`src/rtl/vo_timing_gen.sv`:
```
// Video timing generator with two timing sets, a pause input, line and
// frame start strobes, and a configurable sync/blank output delay.
// The col/line counters are stage 0. The sync and blank outputs trail them
// by PIPE_DLY register stages.
module vo_timing_gen #(
  parameter int H_ACTIVE0 = 1920,
  parameter int H_FP0     = 88,
  parameter int H_SYNC0   = 44,
  parameter int H_BP0     = 148,
  parameter int H_POS0    = 1,
  parameter int V_ACTIVE0 = 1080,
  parameter int V_FP0     = 4,
  parameter int V_SYNC0   = 5,
  parameter int V_BP0     = 36,
  parameter int V_POS0    = 1,
  parameter int H_ACTIVE1 = 640,
  parameter int H_FP1     = 16,
  parameter int H_SYNC1   = 96,
  parameter int H_BP1     = 48,
  parameter int H_POS1    = 0,
  parameter int V_ACTIVE1 = 480,
  parameter int V_FP1     = 11,
  parameter int V_SYNC1   = 2,
  parameter int V_BP1     = 31,
  parameter int V_POS1    = 0,
  parameter int CNT_W     = 12,
  parameter int PIPE_DLY  = 1
) (
  input  logic             vo_clk,
  input  logic             vo_reset,
  input  logic             enable,
  input  logic             mode_sel,
  output logic             mode_active,
  output logic [CNT_W-1:0] col,
  output logic [CNT_W-1:0] line,
  output logic             line_start,
  output logic             frame_start,
  output logic             vo_hsync,
  output logic             vo_vsync,
  output logic             vo_blank_
);

  // Bounds are held one bit wider than the counters so that a sync pulse
  // ending exactly at 2^CNT_W can still be represented.
  localparam int BW  = CNT_W + 1;
  localparam int HT0 = H_ACTIVE0 + H_FP0 + H_SYNC0 + H_BP0;
  localparam int VT0 = V_ACTIVE0 + V_FP0 + V_SYNC0 + V_BP0;
  localparam int HT1 = H_ACTIVE1 + H_FP1 + H_SYNC1 + H_BP1;
  localparam int VT1 = V_ACTIVE1 + V_FP1 + V_SYNC1 + V_BP1;

  localparam logic HP0 = (H_POS0 != 0);
  localparam logic VP0 = (V_POS0 != 0);
  localparam logic HP1 = (H_POS1 != 0);
  localparam logic VP1 = (V_POS1 != 0);

  logic             mode_q, mode_d;
  logic [CNT_W-1:0] col_q, col_d;
  logic [CNT_W-1:0] line_q, line_d;

  logic [CNT_W-1:0] ht_m1, vt_m1;
  logic [BW-1:0]    h_act, hs_beg, hs_end;
  logic [BW-1:0]    v_act, vs_beg, vs_end;
  logic             hpos, vpos;

  logic             blank_p0, hs_p0, vs_p0;
  logic [PIPE_DLY-1:0] blank_q, hs_q, vs_q;

  // Select the timing set of the mode currently in use.
  always_comb begin
    ht_m1  = CNT_W'(HT0 - 1);
    vt_m1  = CNT_W'(VT0 - 1);
    h_act  = BW'(H_ACTIVE0);
    hs_beg = BW'(H_ACTIVE0 + H_FP0);
    hs_end = BW'(H_ACTIVE0 + H_FP0 + H_SYNC0);
    v_act  = BW'(V_ACTIVE0);
    vs_beg = BW'(V_ACTIVE0 + V_FP0);
    vs_end = BW'(V_ACTIVE0 + V_FP0 + V_SYNC0);
    hpos   = HP0;
    vpos   = VP0;
    if (mode_q) begin
      ht_m1  = CNT_W'(HT1 - 1);
      vt_m1  = CNT_W'(VT1 - 1);
      h_act  = BW'(H_ACTIVE1);
      hs_beg = BW'(H_ACTIVE1 + H_FP1);
      hs_end = BW'(H_ACTIVE1 + H_FP1 + H_SYNC1);
      v_act  = BW'(V_ACTIVE1);
      vs_beg = BW'(V_ACTIVE1 + V_FP1);
      vs_end = BW'(V_ACTIVE1 + V_FP1 + V_SYNC1);
      hpos   = HP1;
      vpos   = VP1;
    end
  end

  // Counter advance. The requested mode is adopted only on the frame-wrap
  // edge, so the counters are always in range for the new set.
  always_comb begin
    col_d  = col_q;
    line_d = line_q;
    mode_d = mode_q;
    if (enable) begin
      if (col_q < ht_m1) begin
        col_d = col_q + 1'b1;
      end else begin
        col_d = '0;
        if (line_q == vt_m1) begin
          line_d = '0;
          mode_d = mode_sel;
        end else begin
          line_d = line_q + 1'b1;
        end
      end
    end
  end

  // Counter and mode state.
  always_ff @(posedge vo_clk or posedge vo_reset) begin
    if (vo_reset) begin
      col_q  <= '0;
      line_q <= '0;
      mode_q <= 1'b0;
    end else begin
      col_q  <= col_d;
      line_q <= line_d;
      mode_q <= mode_d;
    end
  end

  // Stage 0: decode sync and blank from the counters using the active set.
  always_comb begin
    blank_p0 = ({1'b0, col_q} >= h_act) || ({1'b0, line_q} >= v_act);
    hs_p0    = (({1'b0, col_q} >= hs_beg) && ({1'b0, col_q} < hs_end)) ^ ~hpos;
    vs_p0    = (({1'b0, line_q} >= vs_beg) && ({1'b0, line_q} < vs_end)) ^ ~vpos;
  end

  // Output delay line. It shifts every cycle so that a pause shows up at the
  // pins as a held position, PIPE_DLY cycles later.
  always_ff @(posedge vo_clk or posedge vo_reset) begin
    if (vo_reset) begin
      blank_q <= '1;
      hs_q    <= {PIPE_DLY{~HP0}};
      vs_q    <= {PIPE_DLY{~VP0}};
    end else begin
      blank_q[0] <= blank_p0;
      hs_q[0]    <= hs_p0;
      vs_q[0]    <= vs_p0;
      for (int i = 1; i < PIPE_DLY; i++) begin
        blank_q[i] <= blank_q[i-1];
        hs_q[i]    <= hs_q[i-1];
        vs_q[i]    <= vs_q[i-1];
      end
    end
  end

  assign mode_active = mode_q;
  assign col         = col_q;
  assign line        = line_q;
  assign line_start  = enable && (col_q == '0);
  assign frame_start = enable && (col_q == '0) && (line_q == '0);
  assign vo_hsync    = hs_q[PIPE_DLY-1];
  assign vo_vsync    = vs_q[PIPE_DLY-1];
  assign vo_blank_   = ~blank_q[PIPE_DLY-1];

endmodule

```
`config.mk`:
```
export PLATFORM = sky130hd
export DESIGN_NAME = vo_timing_gen
export DESIGN_NICKNAME = d
export VERILOG_FILES = /design/src/rtl/vo_timing_gen.sv
export SDC_FILE = /design/constraint.sdc
export NUM_CORES = 1
export LEC_CHECK = 0
export CAP_MARGIN = 20
export CORE_MARGIN = 2
export CORE_UTILIZATION = 50
export CTS_BUF_LIST = sky130_fd_sc_hd__clkbuf_8
export DETAILED_ROUTE_END_ITERATION = 10
export PLACE_DENSITY = 0.71
export SLEW_MARGIN = 5
export SYNTH_ARGS = -nofsm -noshare
export SYNTH_HDL_FRONTEND = slang
export SYNTH_SLANG_ARGS = --single-unit
export TNS_END_PERCENT = 30
```
`constraint.sdc`:
```
create_clock -name vo_clk -period 3.96 [get_ports vo_clk]
set_clock_uncertainty 0.1 [all_clocks]
set_input_delay 1.188 -clock vo_clk [delete_from_list [all_inputs] [get_ports vo_clk]]
set_output_delay 1.188 -clock vo_clk [all_outputs]
set_load 0.05 [all_outputs]
```
==> results of run 1 <==
Yosys cell counts (all sizes together), types with 4 or more instances:
cell type	number	share of area
nand3	11	0.024
dfrtp	27	0.30
and4	6	0.023
ha	29	0.16
and3	4	0.011
a21oi	17	0.038
nand2	15	0.025
xor2	4	0.016
nor2	12	0.020
inv	13	0.022
o21ai	17	0.038
xnor2	6	0.023
nand2b	4	0.011
buf	5	0.018
nor3	5	0.011
o31ai	9	0.037
a31oi	4	0.011
path summary, 6_finish.rpt:
path,startpoint,to,slack [ns],depth (start not counted)
hold / removal,line[11],line[11],0.46,1
hold reg to reg,line[11],line[11],0.46,1
setup reg to reg,mode_active,line[2],1.00,8
max in group asynchronous,vo_reset,blank_q,2.27,3
min in group asynchronous,vo_reset,line[0],1.16,3
setup / recovery,enable,frame_start,0.15,6
worst max-delay path, delay by kind of cell:
family	cells	cell delay [ns]
simple gates	3	0.65
buf+inv	3	0.68
metrics by stage:
stage                     total power, W  hold slack [ns]  utilization
final                           0.000994            0.456        0.624
after global routing             0.00106            0.493        0.624
after CTS                        0.00100            0.450        0.624
after detailed placement        0.000838            0.435        0.614
after global placement          0.000824            0.432        0.614
after floorplan                 0.000690            0.702            -
power by group through the flow:
stage	clock, W	combinational (W)	sequential, W
after floorplan	0	0.000175	0.000515
after global placement	0	0.000411	0.000413
after detailed placement	0	0.000423	0.000415
after CTS	0.000166	0.000424	0.000410
after global routing	0.000180	0.000460	0.000419
final	0.000161	0.000421	0.000412
area by class of cell:
type,instances,area share
Inverter,13,0.0180
Clock buffer,3,0.0152
Tap cell,52,0.0240
Timing Repair Buffer,40,0.148
Sequential cell,28,0.258
Multi-Input combinational cell,193,0.535
Clock inverter,1,0.00138
cells in the final DEF, fill, tap and decap left out, types with 4 or more instances in the layout:
| master | n |
|---|---|
| clkdlybuf4s50_1 | 31 |
| ha_1 | 29 |
| dfrtp_1 | 27 |
| a21oi_1 | 17 |
| nand2_1 | 15 |
| o21ai_0 | 15 |
| inv_1 | 14 |
| nor2_1 | 12 |
| nand3_1 | 11 |
| buf_4 | 7 |
| xnor2_1 | 6 |
| o31ai_1 | 6 |
| nor3_1 | 5 |
| and4_1 | 5 |
| and3_1 | 4 |
| a31oi_1 | 4 |
| xor2_1 | 4 |
| nand2b_1 | 4 |
registers in the layout (all words and copies together), names as in the netlist:
name         flops
mode_active      1
vo_vsync         1
line            12
col             12
blank_q          1
vo_hsync         1
kinds of logic after synthesis:
group / Yosys count / synth area share
AND/OR/NAND/NOR: 82 / 0.216
AO/OA/AOI/OAI: 70 / 0.216
adder cells (fa/ha/maj): 29 / 0.161
flip-flops: 28 / 0.311
buffers and inverters: 21 / 0.0450
XOR/XNOR: 10 / 0.0388
multiplexers: 2 / 0.0117
metal layers:
metal / wire (um) / track usage
met1: 2540 / 0.346
met2: 2320 / 0.321
met3: 366 / 0.0214
met4: 33 / 0.0461
met5: 0 / 0
==> out/metrics.csv, run 1 <==
stage;metric;value;unit
die;num_io_pins;34;
global_routing;grt_pass1_vias;1779;
layout;drive_gt1_frac;0.0899;
critical_path;crit_path_top_delay_cell;clkdlybuf4s50_1;
sta;finalSetupTns;0;ns
die;dieHeight;71.2;um
placed_design;dpl_cell_area;2670;sq um
synthesis;synth_nets;275;
sta;rsz0062_at_grt;no;
layout;fill_cells;383;
sta;setup_ws;0.149;ns
clocking;cts_buffers;3;
global_routing;overflow;0;
synthesis;synthArstFlopShare;1.00;
synthesis;synth_seq_cells;28;
synthesis;synth_edf_count;0;
pwr;power_density;366;nW/um^2
sta;hold_violations;0;
drt;vias;2013;
clocking;clock-sinks;28;
synthesis;netlist-cell-type-count;58;
pwr;power_frac_comb;0.423;
die;core;4350;sq um
drt;drc;0;
synthesis;ys_warn_count;0;
placed_design;pre_cts_slack;0.149;ns
drt;wl_per_cell;15.9;um
sta;maxSlewViolCount;0;
layout;nets;312;
synthesis;netlist_area;2250;sq um
clocking;cts_setup_buffers;0;
layout;area_growth;20.5;%
synthesis;syn-mean-instance-area;9.32;sq um
clocking;path_clk_slew;0.10;ns
sta;relSlewSlack;0.663;
pwr;clockPowerShare;0.162;
sta;min_period_over_period;0.962;
die;dieArea;5060;sq um
flow_run;cap_violations;0;
layout;seqCellArea;702;sq um
layout;multi_input_area;1450;sq um
clocking;tritoncts;yes;
critical_path;cp-start-kind;primary input;
pwr;switching_share;0.441;
layout;n_antenna_cell;0;
critical_path;cp_max_fo;2;
sta;fmax;262;MHz
critical_path;worstPathArrival;2.52;ns
critical_path;worstPathCellList;clkdlybuf4s50_1, inv_1, nor2_1, and4_1, and4_2, buf_12;
pwr;irDropWorstVdd;0.000556;V
synthesis;syn_inst;242;
pwr;p_leak;1.18;nW
drt;drtPass1Iterations;4;
clocking;cts_buffer_depth;2;
drt;routed_wl;5.26;mm
layout;fin_cells;330;
sta;setup_viol;0;
synthesis;seq_area_frac_synth;0.311;
placed_design;routabilityCongestion;0.824;
clocking;cts_resized;0;
die;std_cell_rows;24;
pwr;seqPwrFrac;0.414;
clocking;ctsHoldBuffers;0;
sta;tightest_slew;0.505;ns
die;die_w;71.2;um
critical_path;crit_type;in2out;
drt;antenna_left;0;
global_routing;grt_max_degree;29;
clocking;clock_latency;0.28;ns
worst_hold_path;worstHoldPathType;reg2reg;
placed_design;hpwlAfterDp;3.88;mm
drt;routed_via_density;6.10;
global_routing;antenna_found_initial;0;
critical_path;critPathRequiredTime;2.67;ns
die;start_util;0.518;
clocking;htree_levels;1;
synthesis;synth_flop_cell;dfrtp_1;
global_routing;gr-usage-all-layers;0.218;
critical_path;cp-end-kind;output port;
critical_path;max_stage_delay;0.48;ns
pwr;intPower;0.000556;W
global_routing;grt_pass1_wl;8.98;mm
sta;period_needed;3.81;ns
drt;drt-initial-drc-count;158;
status;status;finished clean;
placed_design;io_buffers;33;
placed_design;dp_cells;326;
layout;stdcell_area;2720;sq um
clocking;cts-root-buf;clkbuf_8;
pwr;p_sw;0.000439;W
No activity file was read; power rests on OpenSTA's default activity.
==> run 2: changes to the inputs <==
--- a/config.mk
+++ b/config.mk
@@ -5,6 +5,7 @@
 export SDC_FILE = /design/constraint.sdc
 export NUM_CORES = 1
 export LEC_CHECK = 0
+export ABC_AREA = 0
 export CAP_MARGIN = 20
 export CORE_MARGIN = 2
 export CORE_UTILIZATION = 50
==> results of run 2 <==
The final DEF is identical to that of run 1; final timing and power are the same.
==> run 3: changes to the inputs <==
--- a/config.mk
+++ b/config.mk
@@ -10,7 +10,9 @@
 export CORE_MARGIN = 2
 export CORE_UTILIZATION = 50
 export CTS_BUF_LIST = sky130_fd_sc_hd__clkbuf_8
+export CTS_CLUSTER_DIAMETER = 120
 export DETAILED_ROUTE_END_ITERATION = 10
+export GPL_TIMING_DRIVEN = 0
 export PLACE_DENSITY = 0.71
 export SLEW_MARGIN = 5
 export SYNTH_ARGS = -nofsm -noshare
==> run 3 against run 2 <==
Against the previous run:
- power increased by 7.0%
- critical path type unchanged
- via count down 0.35%
- largest power group unchanged
- global-route usage grew 0.70 points
- worst hold slack better by 0.039 ns
- combinational power is essentially flat
==> out/metrics.csv, run 3 (synthesized netlist as in run 1, its figures left out) <==
stage;metric;value;unit;change
clocking;ctsHoldBuffers;0;;unchanged
status;status;finished clean;;unchanged
layout;drive_gt1_frac;0.0896;;was 0.0899
sta;rsz0062_at_grt;no;;unchanged
layout;stdcell_area;2720;sq um;about the same
sta;setup_viol;0;;unchanged
global_routing;grt_pass1_wl;9.00;mm;was 8.98 mm
drt;routed_via_density;6.06;;was 6.10
global_routing;overflow;0;;unchanged
drt;vias;2006;;was 2013
critical_path;cp_max_fo;8;;was 2
sta;fmax;265;MHz;was 262 MHz
drt;wl_per_cell;16.6;um;was 15.9 um
pwr;power.total;0.00106;W;was 0.000994 W
die;start_util;0.518;;unchanged
placed_design;routabilityCongestion;0.873;;was 0.824
sta;finalSetupTns;0;ns;unchanged
clocking;cts-root-buf;clkbuf_8;;unchanged
clocking;cts_setup_buffers;0;;unchanged
global_routing;grt_max_degree;18;;was 29
placed_design;hpwlAfterDp;4.10;mm;was 3.88 mm
critical_path;regToRegSetupSlack;0.53;ns;was 1.00 ns
layout;area_growth;20.7;%;was 20.5%
die;dieArea;5060;sq um;unchanged
layout;fill_cells;405;;was 383
critical_path;cp-start-kind;primary input;;unchanged
layout;final_common_cell;clkdlybuf4s50_1;;unchanged
layout;final_cell_mix;clkdlybuf4s50_1, ha_1, dfrtp_1;;unchanged
die;num_io_pins;34;;unchanged
pwr;power_density;391;nW/um^2;was 366 nW/um^2
critical_path;cp-end-kind;output port;;unchanged
clocking;clock-sinks;28;;unchanged
drt;drt-initial-drc-count;123;;was 158
drt;drc;0;;unchanged
clocking;path_clk_slew;0.10;ns;about the same
critical_path;worstPathArrival;2.48;ns;was 2.52 ns
critical_path;critPathRequiredTime;2.67;ns;about the same
worst_hold_path;worstHoldPathType;reg2reg;;unchanged
clocking;tritoncts;yes;;unchanged
placed_design;dpl_cell_area;2660;sq um;was 2670 sq um
pwr;irDropWorstVdd;0.000500;V;was 0.000556 V
global_routing;antenna_found_initial;0;;unchanged
sta;min_period_over_period;0.951;;was 0.962
drt;antenna_left;0;;unchanged
die;std_cell_rows;24;;unchanged
critical_path;crit_type;in2out;;unchanged
sta;maxSlewViolCount;0;;unchanged
placed_design;io_buffers;32;;was 33
clocking;cts_buffers;3;;unchanged
sta;fin_hold_ws;0.495;ns;was 0.456 ns
global_routing;grt_pass1_vias;1748;;was 1779
layout;n_antenna_cell;0;;unchanged
sta;tightest_slew;0.638;ns;was 0.505 ns
sta;relSlewSlack;0.575;;was 0.663
global_routing;gr-usage-all-layers;0.225;;was 0.218
clocking;cts_buffer_depth;2;;unchanged
sta;hold_violations;0;;unchanged
sta;period_needed;3.77;ns;was 3.81 ns
die;core;4350;sq um;unchanged
clocking;clock_latency;0.28;ns;about the same
flow_run;cap_violations;0;;unchanged
clocking;htree_levels;1;;unchanged
pwr;p_leak;1.18;nW;about the same
drt;routed_wl;5.49;mm;was 5.26 mm
layout;nets;313;;was 312
die;dieHeight;71.2;um;unchanged
drt;drtPass1Iterations;4;;unchanged
die;die_w;71.2;um;unchanged
run 3: layout make-up:
| class | instances | area, sq um | area share |
|---|---|---|---|
| multi-input cells | 193 | 1450 | 0.534 |
| plain buffers | 8 | 52.6 | 0.0193 |
| flip-flops and latches | 28 | 702 | 0.258 |
| clock inverters | 1 | 30.0 | 0.0110 |
| clock buffers | 3 | 41.3 | 0.0152 |
| inverters | 13 | 48.8 | 0.0179 |
| well taps | 52 | 65.1 | 0.0239 |
| repair buffers | 33 | 329 | 0.121 |
run 3: layer usage:
layer  track usage  up-vias  wire, um
li1              -      985         -
met4        0.0671        0        70
met2         0.315       40      2410
met1         0.353      977      2810
met5             0        -         0
met3        0.0385        4       192
run 3: where the power goes:
part	switching, W	internal, W
sequential	0.0000853	0.000322
clock	0.0000996	0.000136
combinational	0.000259	0.000163
total	0.000444	0.000621
run 3: worst paths after layout:
kind / endpoint / depth (start not counted) / start
max: line_start / 5 / enable
min: line[11] / 1 / line[11]
max reg2reg: line[9] / 8 / mode_active
min reg2reg: line[11] / 1 / line[11]
max in group asynchronous: col[4] / 3 / vo_reset
min in group asynchronous: line[2] / 2 / vo_reset
run 3: metrics by stage:
step / std cells / utilization / setup slack, ns
final: 331 / 0.625 / 0.193
after global routing: 331 / 0.625 / 0.130
after CTS: 331 / 0.626 / 0.00891
after detailed placement: 327 / 0.610 / -0.298
after global placement: 326 / 0.607 / -0.295
after floorplan: 242 / - / 0.0714
run 3: what timing repair did:
action | CTS | global route
setup endpoints to repair | 2 | 1
cloned | 0 | 0
endpoints found under the hold margin | 0 | 0
gates resized for setup | 3 | 1
pin swaps | 0 | 0
run 3: worst max-delay path, cell delays in order:
cell           delay (ns)
buf_2                0.19
inv_1                0.15
nor2_1               0.16
and4_1               0.26
dlygate4sd2_1        0.54
